[src/rtl/write_buffer.sv]
`default_nettype none
// ============================================================================
// Module   : write_buffer
// Purpose  : Write-through store FIFO draining to main memory, with read-miss
//            fetches ordered behind every previously queued store.
// Revision : 1.0 - initial release
// ============================================================================
module write_buffer #(
  parameter int ADDR_W = 10,
  parameter int DATA_W = 32,
  parameter int DEPTH  = 4
) (
  input  logic                     clk,
  input  logic                     rst_n,
  input  logic                     wr_valid,
  input  logic [ADDR_W-1:0]        wr_addr,
  input  logic [DATA_W-1:0]        wr_data,
  output logic                     wr_ready,
  input  logic                     rd_valid,
  input  logic [ADDR_W-1:0]        rd_addr,
  output logic                     rd_ready,
  output logic                     rd_done,
  output logic [DATA_W-1:0]        rd_data,
  output logic                     busy,
  output logic [$clog2(DEPTH):0]   count,
  output logic                     mem_req,
  output logic                     mem_we,
  output logic [ADDR_W-1:0]        mem_addr,
  output logic [DATA_W-1:0]        mem_wdata,
  input  logic                     mem_ack,
  input  logic [DATA_W-1:0]        mem_rdata
);
  localparam int PTR_W = $clog2(DEPTH);
  localparam int CNT_W = PTR_W + 1;

  localparam logic [1:0] IDLE  = 2'd0;
  localparam logic [1:0] WRITE = 2'd1;
  localparam logic [1:0] READ  = 2'd2;

  logic [1:0]        state;
  logic [1:0]        state_nxt;
  logic [ADDR_W-1:0] fifo_addr [DEPTH];
  logic [DATA_W-1:0] fifo_data [DEPTH];
  logic [PTR_W-1:0]  wr_ptr;
  logic [PTR_W-1:0]  rd_ptr;
  logic [CNT_W-1:0]  count_nxt;
  logic [ADDR_W-1:0] rd_addr_q;
  logic              rd_pend;
  logic              rd_pend_nxt;
  logic              full;
  logic              empty;
  logic              push;
  logic              pop;
  logic              rd_take;
  logic              rd_finish;
  logic              start;

  assign full        = (count == CNT_W'(DEPTH));
  assign empty       = (count == '0);
  // Stores are held off while a read waits so the read cannot be starved.
  assign wr_ready    = !full && !rd_pend;
  assign rd_ready    = !rd_pend;
  assign push        = wr_valid && wr_ready;
  assign rd_take     = rd_valid && rd_ready;
  assign pop         = (state == WRITE) && mem_ack;
  assign rd_finish   = (state == READ) && mem_ack;
  assign start       = (state == IDLE) && (state_nxt != IDLE);
  assign count_nxt   = count + CNT_W'(push) - CNT_W'(pop);
  assign rd_pend_nxt = rd_take || (rd_pend && !rd_finish);

  always_ff @(posedge clk or negedge rst_n) begin
    if (!rst_n) state <= IDLE;
    else        state <= state_nxt;
  end

  // A read is issued only once the FIFO is empty, so all earlier stores land first.
  always_comb begin
    state_nxt = state;
    case (state)
      IDLE: begin
        if (rd_pend && empty) state_nxt = READ;
        else if (!empty)      state_nxt = WRITE;
      end
      WRITE, READ: if (mem_ack) state_nxt = IDLE;
      default: state_nxt = IDLE;
    endcase
  end

  always_comb begin
    mem_req = 1'b0;
    mem_we  = 1'b0;
    case (state)
      WRITE: begin
        mem_req = 1'b1;
        mem_we  = 1'b1;
      end
      READ:    mem_req = 1'b1;
      default: ;
    endcase
  end

  always_ff @(posedge clk) begin
    if (push) begin
      fifo_addr[wr_ptr] <= wr_addr;
      fifo_data[wr_ptr] <= wr_data;
    end
  end

  always_ff @(posedge clk or negedge rst_n) begin
    if (!rst_n) begin
      wr_ptr    <= '0;
      rd_ptr    <= '0;
      count     <= '0;
      rd_pend   <= 1'b0;
      rd_addr_q <= '0;
      busy      <= 1'b0;
      rd_done   <= 1'b0;
      rd_data   <= '0;
      mem_addr  <= '0;
      mem_wdata <= '0;
    end else begin
      if (push) wr_ptr <= wr_ptr + PTR_W'(1);
      if (pop)  rd_ptr <= rd_ptr + PTR_W'(1);
      count   <= count_nxt;
      rd_pend <= rd_pend_nxt;
      if (rd_take) rd_addr_q <= rd_addr;
      rd_done <= rd_finish;
      if (rd_finish) rd_data <= mem_rdata;
      busy <= (count_nxt != '0) || rd_pend_nxt || (state_nxt != IDLE);
      // Memory address/data are captured on entry and held until the ack.
      if (start) begin
        if (state_nxt == WRITE) begin
          mem_addr  <= fifo_addr[rd_ptr];
          mem_wdata <= fifo_data[rd_ptr];
        end else begin
          mem_addr  <= rd_addr_q;
        end
      end
    end
  end

endmodule
`default_nettype wire

[config.mk]
export PLATFORM = sky130hd
export DESIGN_NAME = write_buffer
export DESIGN_NICKNAME = d
export VERILOG_FILES = /design/src/rtl/write_buffer.sv
export SDC_FILE = /design/constraint.sdc
export NUM_CORES = 1
export LEC_CHECK = 0
export BUFFER_PORTS_ARGS = -buffer_cell sky130_fd_sc_hd__buf_2
export CAP_MARGIN = 10
export CORE_MARGIN = 4
export CORE_UTILIZATION = 25
export CTS_BUF_LIST = sky130_fd_sc_hd__clkbuf_4 sky130_fd_sc_hd__clkbuf_8
export DETAILED_ROUTE_END_ITERATION = 8
export PLACE_DENSITY = 0.41
export SLEW_MARGIN = 20
export SYNTH_ARGS = -nofsm -noshare
export SYNTH_HDL_FRONTEND = slang
export SYNTH_SLANG_ARGS = --single-unit
[constraint.sdc]
create_clock -name clk -period 2.1 [get_ports clk]
set_input_delay 0.42 -clock clk [delete_from_list [all_inputs] [get_ports clk]]
set_output_delay 0.42 -clock clk [all_outputs]
set_load 0.01 [all_outputs]
After elaboration in Yosys (flattened, before gate mapping):

Memories as Yosys holds them, arrays and structs flattened. A register that Yosys moved wholly into a read port is not among the register bits.
Cells that the tools add are included.

* bits in registers: 64
* bits in latches: 0
* RAM bits: 168
* bits in read-only memories: 0
* input bits: 89
* output and inout port bits: 83
* memories: 2

Memory list
* fifo_data: words 4, width 32, rd ports 1, clocked after memory_dff 1, write ports 1, line 43 `logic [DATA_W-1:0] fifo_data [DEPTH];`
* fifo_addr: words 4, width 10, rd ports 1, clocked after memory_dff 0, write ports 1, line 42 `logic [ADDR_W-1:0] fifo_addr [DEPTH];`

* $add $sub $neg: 4
* $mul: 0
* div/mod/pow operators: 0
* order comparisons: 0
* equality and inequality tests: 4
* shifts and indexed selects: 0
* muxes and demuxes: 9
* bitwise operators: 0
* reductions and logical operators: 21

Operators by type and width (count)
* $mux 10: 1
* $logic_and 1x1->1: 8
* $mux 2: 3
* $add 2x1->2 const B: 2
* $eq 2x1->1 const B: 2
* $logic_not 1->1: 4
* $mux 1: 4
* $pmux 2 s2: 1
* $add 3x1->3: 1
* $eq 3x3->1 const B: 1
* $logic_not 3->1: 1
* $logic_or 1x1->1: 3
* $reduce_bool 3->1: 1
* $sub 3x1->3: 1
* $eq 2x2->1 const B: 1
* $logic_not 2->1: 1
* $reduce_and 2->1: 1
* $reduce_bool 2->1: 1
* $reduce_or 2->1: 1

Depth between registers and ports, before layout:

* word-level depth: 9
* depth in mapped cells: 11

Worst setup path before layout:

No wires, ideal clock.

* path kind: register to register
* start point: register count[1]
* end point: register busy
* library setup time: 0.124 ns
* arrival time: 2.324 ns
* slack: -0.348 ns
* cell stages (with the launch flop): 12
* clock period less this slack: 2.448 ns
* cell sequence: dfrtp_1 > nor2_1 > a21oi_1 > and2_1 > inv_1 > ha_1 > inv_1 > ha_1 > fa_1 > xnor2_1 > nor3_1 > nand2_1

* word-level cells in the longest chain between the ends: 9
* elaborated cells on any way between the ends: 15
* those cells by class: 2 x add/sub; 1 x eq/ne; 3 x mux; 9 x reduce/logical

RTL lines
* start: declaration: line 25 `output logic [$clog2(DEPTH):0] count,`
* start signal: assignment: line 124 `count <= count_nxt;`
* $eq 3x3->1: line 58 `assign full = (count == CNT_W'(DEPTH));`
* $logic_not 1->1: line 61 `assign wr_ready = !full && !rd_pend;`
* $logic_and 1x1->1: line 61
* via wr_ready: line 18 `output logic wr_ready,`
* $logic_and 1x1->1: line 63 `assign push = wr_valid && wr_ready;`
* $add 3x1->3: line 68 `assign count_nxt = count + CNT_W'(push) - CNT_W'(pop);`
* $sub 3x1->3: line 68
* via count_nxt[2]: line 46 `logic [CNT_W-1:0] count_nxt;`
* $reduce_bool 3->1: line 129 `busy <= (count_nxt != '0) || rd_pend_nxt || (state_nxt != IDLE);`
* $logic_or 1x1->1 (2 in series): line 129
* end signal: assignment: line 129
* end: declaration: line 24 `output logic busy,`

The timed path passes the listed nets, and every way through them passes these cells.
A chain may end at the register's enable or synchronous reset.

Worst setup path after layout:

* start point: register state[1]
* end point: register busy

* elaborated cells on any way between the ends: 18
* those cells by class: 1 x add/sub; 2 x eq/ne; 4 x mux; 11 x reduce/logical

RTL lines
* start: declaration: line 40 `logic [1:0] state;`
* start signal: assignment: line 73 `else state <= state_nxt;`
* $eq 2x1->1: line 65 `assign pop = (state == WRITE) && mem_ack;`
* $logic_and 1x1->1: line 65
* via pop: line 53 `logic pop;`
* $sub 3x1->3: line 68
* via count_nxt[2]: line 46
* $reduce_bool 3->1: line 129
* $logic_or 1x1->1 (2 in series): line 129

The timed path passes the listed nets, and every way through them passes these cells.

==> results.md <==
- Initial detailed-routing violation count: 231
- CP cell instances: inv_2 > ha_4 > and2_4 > ha_4 > inv_2 > ha_4 > fa_2 > xnor2_2 > nor3_1 > nand2_1
- Pin count of the biggest net entering global routing: 44
- Post-Synthesis Net Count: 591
- RSZ-0062 raised after global routing: true
- CTS tree: built
- Worst-margin pin slew: 439 ps
- Pre-CTS setup slack: -79.1 ps
- Hold Path Class: in2reg
- Syn_area_per_cell: 20.6 sq um
- Yosys cell types: 33
- Post-synth top area share: 49.9%
- Clock slew at reported path FFs: 60 ps
- Yosys warns: 0
- Yosys reg bits: 264
- Seq/Total Area, Yosys: 73.7%
- Vias per cell: 4.05
- Drt pass-1 iters: 4
- Synth top cells by count: 168 x edfxtp_1, 96 x dfrtp_1, 44 x mux2_2
- Finished Layout Cells: 1355
- Number of flops mapped to enable cells by yosys: 168
- First-pass GRT wire length: 36500 um
- Mapped cell area: 0.0101 sq mm
- CTS sink cnt: 264
- Area Overhead vs Synth: 36.0%
- Die ar.: 0.0437 sq mm
- Top cells by area, synth: edfxtp_1 50%, dfrtp_1 24%, mux4_2 9.4%
- Num ports: 172
- Final WS setup: 36.3 ps
- Clock skew: 34.8 ps
- Vias in the first global route: 6012
- Std cell rows: 73
- Antenna violations before repair: 1
- Die height: 209 um
- # port buffers: 171
- Final Util: 34.5%
- # setup viols final: 0
- Placed Cells: 1196
- Detailed Route WL: 24200 um
- CP Capture Type: flop
- CP startpoint kind: flop
- Final min period: 2060 ps
- Initial core utilization: 25.4%
- Proportion of layout cells with a drive suffix above 1: 52.5%
- Fin crit share: 98.3%
- Static Leak: 5.48 nW
- Worst-Skew Late Latency: 600 ps
- CP Class: reg2reg
- # nets final: 892
- Post-DRT Antenna Nets: 0
- Syn Inst Count: 491
- GP Congestion: 0.751
- GRT Total Usage: 11.0%
- Achievable frequency: 485 MHz
- Critical path's most frequent cell: ha_4
- Post-route cell area: 0.0137 sq mm
- Reported max-cap violation count: 0
- Deepest clock path buffer count: 3
- Worst vdd ir: 0.000603 V
- Fill count: 3867
- Hold slack: 71.2 ps
- Slew Viols, Final: 0
- Hold Violations, Final: 0
- Placed Area: 0.0119 sq mm
- Via count of the routed design: 5481
- Core Box Area: 0.0398 sq mm
- Antenna diodes: 0
- CP max FO: 2
- Top FF cell, synth: edfxtp_1
- Cell taking the most area after synthesis: edfxtp_1
- Status: finished clean
- Slowest cell on the critical path: dfrtp_1
- Share of async-settable or async-resettable flops after synthesis: 36.4%
- Num CTS Buffers: 48
- Routed wire per std cell: 17.9 um
- Die width: 209 um
- GR Overflow Total: 0
- Critical Path RT: 2580 ps
- Top-count cell post-synth: edfxtp_1
- Detailed Place HPWL: 14600 um
- Crit path DAT: 2540 ps
- Max stage delay on crit path: 370 ps
- Slew margin rel.: 70.7%
- Power density over cell area: 1440 mW/mm^2
- Root Driver: clkbuf_8
- CTS H-Tree Depth: 2
- # DRC: 0
==> logic make-up after synthesis <==
group,share of synthesized area [%]
AND/OR/NAND/NOR,1.76
adder cells (fa/ha/maj),1.44
flip-flops,73.7
multiplexers,19.7
XOR/XNOR,0.433
AO/OA/AOI/OAI,1.20
buffers and inverters,1.79
==> repair_timing <==
item / CTS / global route
hold endpoints to repair: 208 / 0
endpoints found under the setup margin: 36 / 41
resized for setup: 17 / 10
gates cloned: 1 / 0
setup buffers: 2 / 3
pin swaps: 11 / 10
hold buffers: 66 / 0
==> through the flow <==
stage / power, mW / setup TNS (ps)
3_5_place_dp: 14.2 / -635
5_1_grt: 20.9 / -41.3
2_1_floorplan: 11.8 / -152
3_3_place_gp: 14.1 / -33.8
4_1_cts: 20.1 / -24.3
6_report: 19.7 / 0
==> per-layer routing <==
metal / up-vias / routed length, um / global-route usage, %
li1: 2508 / - / -
met3: 45 / 1580 / 3.75
met2: 165 / 11300 / 17.5
met5: - / 7 / 0
met4: 2 / 591 / 3.47
met1: 2761 / 10700 / 14.1
==> worst max-delay path, delay by kind of cell (launching register included) <==
kind | cells | cell delay, ps
buffers and inverters | 2 | 120
adders and majority gates | 4 | 910
xor gates and xnor gates | 1 | 160
DFF | 1 | 370
and+or+nand+nor | 3 | 380
==> state kept, by name, summed over array words and instances (netlist names) <==
signal and cells:
rd_ptr 2, fifo_addr 40, rd_addr_q 10, rd_pend 1, rd_data 32, rd_done 1
busy 1, mem_addr 10, wr_ptr 2, count 3, state 2, fifo_data 128
mem_wdata 32
==> layout by cell type, fill, tap and decap left out, drive strengths merged, types with 2 or more instances in the layout <==
| master | count |
|---|---|
| mux2 | 74 |
| dlygate4sd3 | 66 |
| nand2 | 5 |
| nor2 | 12 |
| o21ai | 5 |
| ha | 10 |
| a21oi | 11 |
| nor2b | 4 |
| xor2 | 2 |
| nor3 | 3 |
| inv | 11 |
| dfrtp | 96 |
| clkbuf | 66 |
| bufinv | 3 |
| and3 | 5 |
| buf | 206 |
| edfxtp | 168 |
| mux2i | 10 |
| clkinv | 17 |
| xnor2 | 3 |
| and2 | 2 |
| mux4 | 42 |
==> power by group <==
part	switching (mW)	internal (mW)	total, mW
clock network	2.17	2.98	5.15
logic	3.29	4.05	7.34
registers	0.580	6.68	7.26
==> final cells by class <==
| type | count | area [sq um] | share of cell area [%] |
|---|---|---|---|
| flip-flops and latches | 264 | 7450 | 54.2 |
| multi-input cells | 196 | 2610 | 19.0 |
| repair buffers | 272 | 1960 | 14.3 |
| clock buffers | 66 | 846 | 6.15 |
| well taps | 525 | 657 | 4.78 |
| clock inverters | 22 | 183 | 1.33 |
| inverters | 10 | 37.5 | 0.273 |
==> worst paths after layout <==
path,startpoint,end,slack [ps],cells past startpoint
hold / removal,mem_rdata[7],rd_data[7],70,2
max in group asynchronous,rst_n,rd_ptr[1],1130,3
setup reg to reg,state[1],busy,40,10
setup / recovery,state[1],busy,40,10
hold reg to reg,rd_data[17],rd_data[17],500,1
min in group asynchronous,rst_n,rd_data[14],310,2
Note: power is estimated with default switching activity, not from simulation.
